## config.mk

```make
export PLATFORM = sky130hd
export DESIGN_NAME = wb_load_store_master
export DESIGN_NICKNAME = d
export VERILOG_FILES = /design/src/rtl/wb_load_store_master.sv
export SDC_FILE = /design/constraint.sdc
export NUM_CORES = 1
export LEC_CHECK = 0
export CAP_MARGIN = 20
export CORE_UTILIZATION = 24
export CTS_CLUSTER_SIZE = 12
export DETAILED_ROUTE_END_ITERATION = 10
export PLACE_DENSITY = 0.5
export SLEW_MARGIN = 20
export SYNTH_ARGS = -nofsm -noshare
export SYNTH_HDL_FRONTEND = slang
export SYNTH_SLANG_ARGS = --single-unit
export TNS_END_PERCENT = 20
```

## constraint.sdc

```tcl
create_clock -name clk_i -period 2.8 [get_ports clk_i]
set_input_delay 0.7 -clock clk_i [delete_from_list [all_inputs] [get_ports clk_i]]
set_output_delay 0.7 -clock clk_i [all_outputs]
set_load 0.02 [all_outputs]
```

## src/rtl/wb_load_store_master.sv

```systemverilog
// Single-outstanding Wishbone classic master for the core load/store port.
// One request -> one bus cycle -> one-cycle response pulse, followed by a
// mandatory idle cycle so a slave that holds its read ack can release it.
module wb_load_store_master #(
    parameter int unsigned AW      = 8,
    parameter int unsigned DW      = 8,
    parameter int unsigned TIMEOUT = 8
) (
    input  logic          clk_i,
    input  logic          rst_ni,
    // core request / response
    input  logic          req_valid_i,
    output logic          req_ready_o,
    input  logic          req_we_i,
    input  logic [AW-1:0] req_adr_i,
    input  logic [DW-1:0] req_dat_i,
    output logic          rsp_valid_o,
    output logic [DW-1:0] rsp_dat_o,
    output logic          rsp_err_o,
    // Wishbone master
    output logic          cyc_o,
    output logic          stb_o,
    output logic          we_o,
    output logic [AW-1:0] adr_o,
    output logic [DW-1:0] dat_o,
    input  logic          ack_i,
    input  logic [DW-1:0] dat_i
);

    localparam int unsigned WDW = $clog2(TIMEOUT);

    typedef enum logic [1:0] {
        IDLE = 2'd0,
        BUS  = 2'd1,
        GAP  = 2'd2
    } state_e;

    state_e          state_q, state_d;
    logic            cyc_q, cyc_d;
    logic            we_q, we_d;
    logic [AW-1:0]   adr_q, adr_d;
    logic [DW-1:0]   dat_q, dat_d;
    logic            rsp_valid_q, rsp_valid_d;
    logic [DW-1:0]   rsp_dat_q, rsp_dat_d;
    logic            rsp_err_q, rsp_err_d;
    logic [WDW-1:0]  wd_q, wd_d;
    logic            timeout;

    // Watchdog has reached its last permitted cycle without an ack
    assign timeout = (wd_q == WDW'(TIMEOUT - 1));

    // State register
    always_ff @(posedge clk_i or negedge rst_ni) begin
        if (!rst_ni) begin
            state_q <= IDLE;
        end else begin
            state_q <= state_d;
        end
    end

    // Next-state logic; ack takes priority over the watchdog
    always_comb begin
        state_d = state_q;
        case (state_q)
            IDLE:    if (req_valid_i)       state_d = BUS;
            BUS:     if (ack_i || timeout)  state_d = GAP;
            GAP:                            state_d = IDLE;
            default:                        state_d = IDLE;
        endcase
    end

    // Next values of the registered bus and response outputs
    always_comb begin
        cyc_d       = cyc_q;
        we_d        = we_q;
        adr_d       = adr_q;
        dat_d       = dat_q;
        rsp_valid_d = 1'b0;
        rsp_dat_d   = rsp_dat_q;
        rsp_err_d   = rsp_err_q;
        wd_d        = wd_q;
        case (state_q)
            IDLE: begin
                if (req_valid_i) begin
                    cyc_d = 1'b1;
                    we_d  = req_we_i;
                    adr_d = req_adr_i;
                    dat_d = req_dat_i;
                    wd_d  = '0;
                end
            end
            BUS: begin
                if (ack_i) begin
                    cyc_d       = 1'b0;
                    rsp_valid_d = 1'b1;
                    rsp_err_d   = 1'b0;
                    rsp_dat_d   = we_q ? dat_q : dat_i;
                end else if (timeout) begin
                    cyc_d       = 1'b0;
                    rsp_valid_d = 1'b1;
                    rsp_err_d   = 1'b1;
                    rsp_dat_d   = '0;
                end else begin
                    wd_d = wd_q + WDW'(1);
                end
            end
            default: ;
        endcase
    end

    // Output and watchdog registers
    always_ff @(posedge clk_i or negedge rst_ni) begin
        if (!rst_ni) begin
            cyc_q       <= 1'b0;
            we_q        <= 1'b0;
            adr_q       <= '0;
            dat_q       <= '0;
            rsp_valid_q <= 1'b0;
            rsp_dat_q   <= '0;
            rsp_err_q   <= 1'b0;
            wd_q        <= '0;
        end else begin
            cyc_q       <= cyc_d;
            we_q        <= we_d;
            adr_q       <= adr_d;
            dat_q       <= dat_d;
            rsp_valid_q <= rsp_valid_d;
            rsp_dat_q   <= rsp_dat_d;
            rsp_err_q   <= rsp_err_d;
            wd_q        <= wd_d;
        end
    end

    assign req_ready_o = (state_q == IDLE);
    assign cyc_o       = cyc_q;
    assign stb_o       = cyc_q;
    assign we_o        = we_q;
    assign adr_o       = adr_q;
    assign dat_o       = dat_q;
    assign rsp_valid_o = rsp_valid_q;
    assign rsp_dat_o   = rsp_dat_q;
    assign rsp_err_o   = rsp_err_q;

endmodule

```

# [After elaboration in Yosys (flattened, before gate mapping)]
# Cells that the tools add are included.
[classes] n_addsub=1 n_eq_ne=7 mux=19 reduce_logical=9
[ops] cell="$mux W8" n=3
[ops] cell="$mux W3" n=3
[ops] cell="$mux W1" n=8
[ops] cell="$ne A2 B2 Y1 const B" n=4
[ops] cell="$pmux W3 S2" n=1
[ops] cell="$reduce_and A2 Y1" n=3
[ops] cell="$mux W2" n=2
[ops] cell="$pmux W2 S2" n=1
[ops] cell="$reduce_and A4 Y1" n=1
[ops] cell="$reduce_bool A2 Y1" n=2
[ops] cell="$add A3 B1 Y3 const B" n=1
[ops] cell="$eq A3 B3 Y1 const B" n=1
[ops] cell="$ne A3 B3 Y1 const B" n=1
[ops] cell="$reduce_and A3 Y1" n=1
[ops] cell="$eq A2 B1 Y1 const B" n=1
[ops] cell="$logic_not A2 Y1" n=1
[ops] cell="$pmux W1 S2" n=1
[ops] cell="$logic_or A1 B1 Y1" n=1
[totals] ff_bits=33 in_bits=29 output_inout_bits=30 word_cells=45

# [Longest topological paths before layout]
[logic_depth] word_depth=4 ltp_mapped=5 mapped_depth_nobuf=5

# [Least setup slack after synthesis]
# OpenSTA, ideal clock, no wires.
[synth_path] kind="input to register" start="input port req_valid_i" end="register adr_q[4] (netlist: adr_o[4])" setup_ns=0.125 arrival_time_ns=1.450 t_required_ns=2.675 slack_ns=1.225 stages=4 n_path_buf=2 path_cell_list="nor3b_2 > buf_6 > buf_8 > mux2_4"
[synth_between] elab_chain_len=1
[synth_rtl] item="from (decl)" line_no="12" text="input logic req_valid_i,"
[synth_rtl] item="$reduce_and A2 Y1 (no source line)"
[synth_rtl] item="to (signal assigned)" line_no="125" text="adr_q <= adr_d;"
[synth_rtl] item="to (decl)" line_no="41" text="logic [AW-1:0] adr_q, adr_d;"
# No other way between the ends.
# A chain may end at the register's enable or synchronous reset.

# [Final worst setup path]
[layout_path] start="register state_q[1]" end="output port req_ready_o"
[layout_between] elab_chain_len=1
[layout_rtl] item="from (decl)" line_no="38" text="state_e state_q, state_d;"
[layout_rtl] item="from (signal assigned)" line_no="57" text="state_q <= state_d;"
[layout_rtl] item="$logic_not A2 Y1" line_no="134" text="assign req_ready_o = (state_q == IDLE);"
[layout_rtl] item="to (decl)" line_no="13" text="output logic req_ready_o,"
# No other way between the ends.

==> out/qor.yml <==
synthesis:
  ys.flop_type: "dfrtp_1"
  synth_top_area_share_pct: 59.7
  synth_area_um2: 1380
  synth_top_cell_by_area: "dfrtp_1"
  ys_warn_count: 0
  syn_area_per_cell_um2: 15.7
  syn_inst: 88
  netlist-cell-type-count: 21
  synth_commonest_cells: "dfrtp_1 (33), mux2_2 (9), mux2_4 (9)"
  ys_seq_area_share_pct: 59.7
  synth.most_common_cell: "dfrtp_1"
  yosys-top-cells-area: "dfrtp_1 (60%), mux2_4 (9.8%), mux2_2 (7.3%)"
  synth.net_count: 119
  synth_seq_cells: 33
  async_reset_ff_share_pct: 100
  synth_edf_count: 0
timing:
  finalSetupTns_ns: 0
  hold_violations: 0
  rsz0062_at_grt: "false"
  min_period_ns: 2.19
  setup_violations: 0
  period_share_pct: 78.1
  maxSlewHeadroom_pct: 72.2
  fmax_mhz: 457
  worst_slew_pin_slew_ns: 0.417
  slew_viol_final: 0
  fin_skew_ns: 0.00605
clock_tree:
  post_cts_resized: 0
  cts_hold_buf: 0
  post_cts_buffers: 0
  cts.reportedPaths.clkPinSlew_ns: 0.07
  htree_levels: 2
  cts_buffers: 5
  clk_latency_ns: 0.28
  cts_sinks: 33
  cts_tree: "built"
  cts_max_path_buffers: 2
  root_buffer: "clkbuf_8"
critical_path:
  startpoint_type: "flip-flop"
  cp_max_fo: 4
  rr_startpoint: "wd_q[0]"
  crit_chain: "nor2_1 > clkdlybuf4s50_1"
  cp-end-kind: "output pin"
  max_stage_delay_ns: 0.61
  critPathRequiredTime_ns: 2.10
  startpoint: "state_q[1]"
  critPathBufInv: 1
  cp.arrival_ns: 1.49
  critPathTopFamily: "buffers and inverters"
  critical_path_class: "reg2out"
  crit_slowest_cell: "clkdlybuf4s50_1"
detailed_routing:
  via_per_inst: 4.21
  antenna_left: 0
  first_iter_violations: 48
  vias: 947
  first_pass_iters: 4
  wl_um: 3240
  routedWlPerCell_um: 14.4
  route.detailed.drc: 0
cells_and_area:
  regArea_um2: 826
  drive_gt1_share_pct: 20.9
  syn_to_final_growth_pct: 55.2
  utilization_pct: 38.8
  antennaDiodeCount: 0
  multi_input_area_um2: 509
  fin_nets: 183
  fillers: 549
die:
  die_y_um: 77.9
  io_pins: 59
  initial_utilization_pct: 25.0
  dieArea_um2: 6070
  die_w_um: 77.9
  rows: 27
  core_um2: 5540
flow_run:
  cap_violations: 0
place:
  portBuffers: 58
  gp_congestion: 0.744
  dp_hpwl_um: 2300
power_and_ir_drop:
  power_density_nw_per_um2: 1080
  leakage_nw: 0.943
  total_power_w: 0.00233
  vdd_ir_drop_max_mv: 0.468
grt:
  grt_antenna_before_repair: 0
  grt_pass1_wl_um: 5440
  grt_use_total_pct: 12.1
  overflow: 0
  grt_pass1_vias: 1054
  grt_start_max_net_pins: 34
hold_path:
  hold_class: "reg2reg"
  hold_start: "rsp_dat_o[2]"
outcome:
  status: "complete, no violations"
## area by class of cell
cell class | instances | area share (%)
sequential | 33 | 38.4
timing repair buffer | 62 | 28.4
multi-input combinational | 47 | 23.7
clock buffer | 7 | 4.48
tap | 72 | 4.19
inverter | 3 | 0.524
clock inverter | 1 | 0.233
## report_power, final
part / switching (W) / leakage [nW] / internal (W)
clock: 0.000170 / 0.0542 / 0.000222
combinational: 0.000498 / 0.490 / 0.000621
sequential: 0.000138 / 0.399 / 0.000681
## cell families after synthesis
kind of cell	after synthesis	share of synthesized area [%]
mux	26	22.9
buf+inv	8	3.98
simple gates	6	3.89
flops	33	59.7
compound gates	13	7.78
fa+ha+maj	2	1.81
## path summary, 6_finish.rpt
kind                                endpoint  slack [ns]  cells after the start
min in group asynchronous            wd_q[2]        0.83                      2
max in group asynchronous       rsp_dat_o[1]        1.68                      2
worst min register to register  rsp_dat_o[2]        0.49                      1
worst max-delay path             req_ready_o        0.61                      2
worst min-delay path            rsp_dat_o[2]        0.49                      1
worst max register to register       wd_q[0]        1.15                      5
## sequential cells by signal, indices dropped and copies added (netlist names)
| register | flops |
|---|---|
| adr_o | 8 |
| rsp_dat_o | 8 |
| state_q | 2 |
| we_o | 1 |
| rsp_valid_o | 1 |
| cyc_o | 1 |
| rsp_err_o | 1 |
| dat_o | 8 |
| wd_q | 3 |
## per-layer routing
layer,GRT usage (%),vias up,part of all wire [%]
li1,-,441,-
met4,7.22,0,2.7
met3,2.94,7,4.9
met2,20.5,31,51
met5,0,-,0
met1,13.6,468,41
## per-stage QoR
| stage | std cells | hold slack (ns) | cell area [um^2] | setup WS (ns) |
|---|---|---|---|---|
| finish | 225 | 0.492 | 2150 | 0.614 |
| global route | 225 | 0.517 | 2150 | 0.551 |
| CTS | 225 | 0.497 | 2150 | 0.587 |
| detailed placement | 217 | 0.476 | 2050 | 0.536 |
| global placement | 217 | 0.473 | 2050 | 0.627 |
| floorplan | 88 | 0.404 | 1380 | 1.23 |
## cell usage in the layout, fill, tap and decap left out, types with 2 or more instances in the layout
| master | count |
|---|---|
| inv_1 | 3 |
| o2bb2ai_1 | 8 |
| ha_1 | 2 |
| nor2_1 | 2 |
| mux2_4 | 9 |
| buf_4 | 4 |
| mux2_2 | 9 |
| a22o_1 | 2 |
| clkdlybuf4s50_1 | 58 |
| clkbuf_8 | 7 |
| dfrtp_1 | 33 |
| mux2i_1 | 8 |
Note: power is estimated with default switching activity, not from simulation.
